--- src/rtl/ysyx_rob_commit.sv ---
// In-order reorder buffer: program-order dispatch, out-of-order writeback by
// tag, in-order single retire per cycle into a registered regfile write port.

`ifndef YSYX_XLEN
`define YSYX_XLEN 64
`endif

module ysyx_rob_commit #(
    parameter  int unsigned XLEN     = `YSYX_XLEN,
    parameter  int unsigned ROB_SIZE = 4,
    localparam int unsigned TAG_W    = $clog2(ROB_SIZE)
) (
    input  logic             clock,
    input  logic             reset,
    input  logic             flush,
    input  logic             dis_valid,
    output logic             dis_ready,
    input  logic [4:0]       dis_rd,
    output logic [TAG_W-1:0] dis_tag,
    input  logic             wb_valid,
    input  logic [TAG_W-1:0] wb_tag,
    input  logic [XLEN-1:0]  wb_data,
    output logic             write_en,
    output logic [4:0]       waddr,
    output logic [XLEN-1:0]  wdata,
    output logic             rob_empty,
    output logic [TAG_W:0]   rob_count
);

    localparam logic [TAG_W:0] FULL_COUNT = (TAG_W + 1)'(ROB_SIZE);

    logic [ROB_SIZE-1:0] ent_valid;
    logic [ROB_SIZE-1:0] ent_done;
    logic [4:0]          ent_rd   [ROB_SIZE];
    logic [XLEN-1:0]     ent_data [ROB_SIZE];

    logic [TAG_W-1:0] head;
    logic [TAG_W-1:0] tail;
    logic [TAG_W:0]   count;

    logic fire;
    logic retire;
    logic wb_hit;

    // Handshake and retire decisions, all from registered state only
    always_comb begin
        dis_ready = (count != FULL_COUNT);
        fire      = dis_valid & dis_ready;
        retire    = ent_valid[head] & ent_done[head];
        wb_hit    = wb_valid & ent_valid[wb_tag];
        dis_tag   = tail;
        rob_empty = (count == '0);
        rob_count = count;
    end

    // Entry status bits, pointers, occupancy and the registered write port
    always_ff @(posedge clock or negedge reset) begin
        if (!reset) begin
            ent_valid <= '0;
            ent_done  <= '0;
            head      <= '0;
            tail      <= '0;
            count     <= '0;
            write_en  <= 1'b0;
            waddr     <= '0;
            wdata     <= '0;
        end else if (flush) begin
            ent_valid <= '0;
            ent_done  <= '0;
            head      <= '0;
            tail      <= '0;
            count     <= '0;
            write_en  <= 1'b0;
        end else begin
            if (wb_hit) begin
                ent_done[wb_tag] <= 1'b1;
            end
            if (retire) begin
                ent_valid[head] <= 1'b0;
                head            <= head + 1'b1;
                write_en        <= (ent_rd[head] != 5'd0);
                waddr           <= ent_rd[head];
                wdata           <= ent_data[head];
            end else begin
                write_en <= 1'b0;
            end
            // tail only equals wb_tag of a valid entry when full, so a fire
            // never collides with the writeback above
            if (fire) begin
                ent_valid[tail] <= 1'b1;
                ent_done[tail]  <= 1'b0;
                tail            <= tail + 1'b1;
            end
            if (fire && !retire) begin
                count <= count + 1'b1;
            end else if (retire && !fire) begin
                count <= count - 1'b1;
            end
        end
    end

    // Payload storage; contents are only meaningful while the entry is valid
    always_ff @(posedge clock) begin
        if (fire) begin
            ent_rd[tail] <= dis_rd;
        end
        if (wb_hit) begin
            ent_data[wb_tag] <= wb_data;
        end
    end

endmodule

--- config.mk ---
export PLATFORM = sky130hd
export DESIGN_NAME = ysyx_rob_commit
export DESIGN_NICKNAME = d
export VERILOG_FILES = /design/src/rtl/ysyx_rob_commit.sv
export SDC_FILE = /design/constraint.sdc
export NUM_CORES = 1
export LEC_CHECK = 0
export ABC_AREA = 1
export BUFFER_PORTS_ARGS = -buffer_cell sky130_fd_sc_hd__buf_2
export CAP_MARGIN = 20
export CORE_ASPECT_RATIO = 0.75
export CORE_UTILIZATION = 52
export DETAILED_ROUTE_END_ITERATION = 16
export PLACE_DENSITY = 0.75
export SYNTH_ARGS = -nofsm -noshare
export SYNTH_HDL_FRONTEND = slang
export SYNTH_SLANG_ARGS = --single-unit
--- constraint.sdc ---
create_clock -name clock -period 2.6 [get_ports clock]
set_input_delay 0.13 -clock clock [delete_from_list [all_inputs] [get_ports clock]]
set_output_delay 0.13 -clock clock [all_outputs]
set_load 0.05 [all_outputs]
==> impl_summary.md <==
Setup path
The maximum fanout count along the critical path is 8. The worst endpoint data arrival time is between 2 and 3 ns. In this run the critical register-to-register path is launched from rob_count[0]$_DFFE_PN0P_. The source of the critical timing path is rob_count[0]$_DFFE_PN0P_. The highest-delay cell along the critical path is sky130_fd_sc_hd__dfrtp_1. The worst stage delay on the critical path is roughly 0.40 ns. The number of buffer and inverter instances along the worst setup path is 4. The cell type with the highest occurrence count on the critical path is sky130_fd_sc_hd__nand2_1. The kind of cell with the highest combined delay on the critical path is simple AND/OR/NAND/NOR gates. The critical path goes through inv_1, nand3_2, nand2_1, inv_1, nand2_1, inv_1, fa_1, xnor2_1, inv_1, nand2_1, nand2_1, nand2_1, nand2_1. Data on the critical path is required at its endpoint by roughly 3 ns. The element type at the critical path start is a flip-flop.

STA classifies the critical path endpoint as a flip-flop. The worst setup path is of the flip-flop to flip-flop kind.

Floorplanning
The die covers approximately 27000 um2. For this design the top-level I/O count stands at approximately 150. The die is between 100 and 150 um tall. The total area inside the core boundary comes to 26000 um2. The starting utilization of the core area is between 50 and 60%.

The floorplan has 51 rows. From left edge to right edge, the die measures 190 um.

Hold path
The worst hold path belongs to the class input pin to flip-flop. The critical hold path startpoint is dis_valid.

Pwr
The ratio of total power to cell area is between 700 and 800 nW/um2. The static leakage is roughly 0.0068 uW. The worst supply voltage drop on vdd is a little under 0.6 mV.

Status
The run finished with clean final reports.

Route
For this block, the routed nets add up to ~30000 um of wire. After detailed routing, the wire length on met1 is about 13000 um. Detailed routing inserted a total of between 8000 and 9000 vias. The wire length on met3 is 1730 um.

In this run the remaining antenna-violating nets after routing total 0. The routed wirelength normalized by instance count is 17.6 um. After detailed routing, the number of remaining DRC violations is 0.

Signal routing reaches up to met4. The average via count per standard cell is 5.34. The first-pass detailed-route iteration total is 5. The routed length on met2 is 14500 um. The number of design-rule violations left by the first detailed-router iteration is 603.

Global routing
The number of global-route vias before repair is just under 9000. The first global-routing pass estimated about 47000 um of wire. The initial antenna violation count came to 1. The total overflow left after global routing is 0.

The total track usage is between 20 and 25%. The maximum number of pins on one net before global-route repair is approximately 140.

Synth
Sequential elements use between 70% and 80% of the synthesized area. The number of cells produced by synthesis is 1089. Synthesis instantiated 25 different standard cells from the library. The cell area after technology mapping is approximately 14000 um2. The number of synthesized register bits is 361.

Yosys printed 0 warnings. The average instance area after synthesis is ~13 um2. The number of nets in the synthesized netlist is 1174.

STA
The max-slew violation count is 0. Across the routed clock network, the largest skew measured is ~0.0095 ns. Final hold analysis gives a worst-case slack of 0.0612 ns. At the pin with the least slew margin, the transition time is about 0.8 ns.

Summed over all failing endpoints, the final setup total negative slack is 0 ns. The relative max-transition margin is between 40% and 50%. The number of hold-slack violations in the final timing report was 0. Based on the critical path, the design can be clocked at up to about 460 MHz. The share of the cycle needed by the critical path after routing is a little over four fifths. The clock period could shrink to 2.17 ns. The total setup violations reported at the end of the flow is 0. Setup repair after global routing left no endpoint under its margin.

Clock tree
The sink count of the clock tree is roughly 360. In this run the clock root is driven by a sky130_fd_sc_hd__clkbuf_16. The buffer levels on the longest clock path is 3. The clock-pin slew of the registers on the worst-case setup and hold paths is 0.06 ns. In this run, post-CTS repair resized a total of 0 instances. The number of H-tree levels is 2. The setup fix buffers added after clock tree synthesis is 0. Counting the buffers created by CTS gives 36.

The TritonCTS clock tree is built. Clock latency on the worst-skew pair, taken at its later pin, is slightly above 0.5 ns. Buffers inserted to repair hold after CTS numbered just over 70.

Placement
Detailed placement ended at an HPWL of 15900 um. The total placed instance area is 14800 um2. The number of placed cells counting well taps is 1540. At the end of routability-driven placement, the weighted congestion stood at about 0.8. Port buffering added roughly 150 buffers.

Finish
The area growth from synthesis to layout is 21.5%. The count of non-filler cells in the finished layout is 1680. The share of post-route cells with drive strength above 1 is roughly 17%.

The sequential cell area is approximately 10000 um2. Cells fill roughly 64% of the core in the end. With fillers left out, the area of the finished cells amounts to about 17000 um2. Leaving out fill and tap cells, the most frequent cells in the layout are sky130_fd_sc_hd__edfxtp_1, sky130_fd_sc_hd__nand2_1, sky130_fd_sc_hd__buf_2. The multi-input combinational cell area is 2910 um2. The number of nets in the layout is ~1400. The most common cell after layout, fill and taps aside is sky130_fd_sc_hd__edfxtp_1. Counting the fill cells in the layout gives around 2000.

Job
The number of maximum-capacitance violations is 0.
-- where the power goes --
group / leakage (uW) / total [uW] / switching (uW) / internal, uW
Combinational: 0.00260 / 1430 / 1070 / 365
Clock: 0.000549 / 4910 / 2060 / 2850
Sequential: 0.00361 / 6620 / 139 / 6480
-- metal layers --
metal	global-route usage, %	up-vias
met4	6.15	0
met1	30.6	4378
met3	3.51	35
li1	-	4267
met2	37.6	283
met5	0	-
-- sequential cells by signal (all words and copies together) (netlist names) --
| name | count |
|---|---|
| ent_data | 256 |
| wdata | 64 |
| ent_rd | 20 |
| waddr | 5 |
| ent_done | 4 |
| ent_valid | 4 |
| rob_count | 3 |
| dis_tag | 2 |
| head | 2 |
| write_en | 1 |
-- synthesized netlist by cell type --
cell	instances	area share, %
sky130_fd_sc_hd__nand2_2	1	0.046
sky130_fd_sc_hd__o22ai_1	65	3.0
sky130_fd_sc_hd__o21ai_0	139	5.1
sky130_fd_sc_hd__edfxtp_1	276	60
sky130_fd_sc_hd__buf_2	13	0.47
sky130_fd_sc_hd__fa_1	1	0.15
sky130_fd_sc_hd__inv_1	22	0.60
sky130_fd_sc_hd__dfrtp_1	85	15
sky130_fd_sc_hd__xnor2_1	1	0.064
sky130_fd_sc_hd__nor2_4	1	0.082
sky130_fd_sc_hd__buf_4	7	0.38
sky130_fd_sc_hd__a21boi_0	1	0.055
sky130_fd_sc_hd__clkbuf_1	33	0.90
sky130_fd_sc_hd__buf_1	1	0.027
sky130_fd_sc_hd__nor3_1	1	0.036
sky130_fd_sc_hd__inv_2	3	0.082
sky130_fd_sc_hd__nand2_1	248	6.8
sky130_fd_sc_hd__nand3b_1	1	0.055
sky130_fd_sc_hd__a21oi_1	10	0.36
sky130_fd_sc_hd__nand4_1	3	0.14
sky130_fd_sc_hd__buf_6	7	0.57
sky130_fd_sc_hd__ha_1	8	0.73
sky130_fd_sc_hd__nand3_1	20	0.73
sky130_fd_sc_hd__a211oi_1	1	0.055
sky130_fd_sc_hd__nor2_1	141	3.9
-- cell type report --
cell class	instances	share of cell area [%]
clock buffer	47	5.83
tap	344	2.58
inverter	25	0.607
sequential	361	62.4
multi-input combinational	642	17.4
clock inverter	19	0.869
antenna	1	0.0150
timing repair buffer	241	10.3
-- path summary, 6_finish.rpt --
check                                            to  slack [ns]  cells past startpoint
setup / recovery           rob_count[2]$_DFFE_PN0P_        0.43                     13
hold / removal               dis_tag[1]$_DFFE_PN0P_        0.06                      3
setup reg to reg           rob_count[2]$_DFFE_PN0P_        0.43                     13
hold reg to reg               wdata[61]$_DFFE_PN0P_        0.46                      2
max in group asynchronous     wdata[28]$_DFFE_PN0P_        1.69                      3
min in group asynchronous      waddr[2]$_DFFE_PN0P_        0.24                      2
-- tightest hold or removal path: cells and delay by family --
kind	cells	cell delay, ns
simple gates	1	0.20
compound gates	1	0.11
buf+inv	1	0.10
-- logic make-up after synthesis --
| family | synth area share (%) |
|---|---|
| compound gates | 8.50 |
| xor+xnor | 0.0638 |
| fa+ha+maj | 0.874 |
| buf+inv | 3.04 |
| flops | 75.8 |
| simple gates | 11.7 |
-- stage by stage --
| stage | power (uW) | setup slack (ns) |
|---|---|---|
| 6_report | 13000 | 0.427 |
| 5_1_grt | 13400 | 0.201 |
| 4_1_cts | 13100 | 0.474 |
| 2_1_floorplan | 7640 | 0.103 |
| 3_3_place_gp | 8050 | 0.576 |
| 3_5_place_dp | 8080 | 0.487 |
Note: power is estimated with default switching activity, not from simulation.
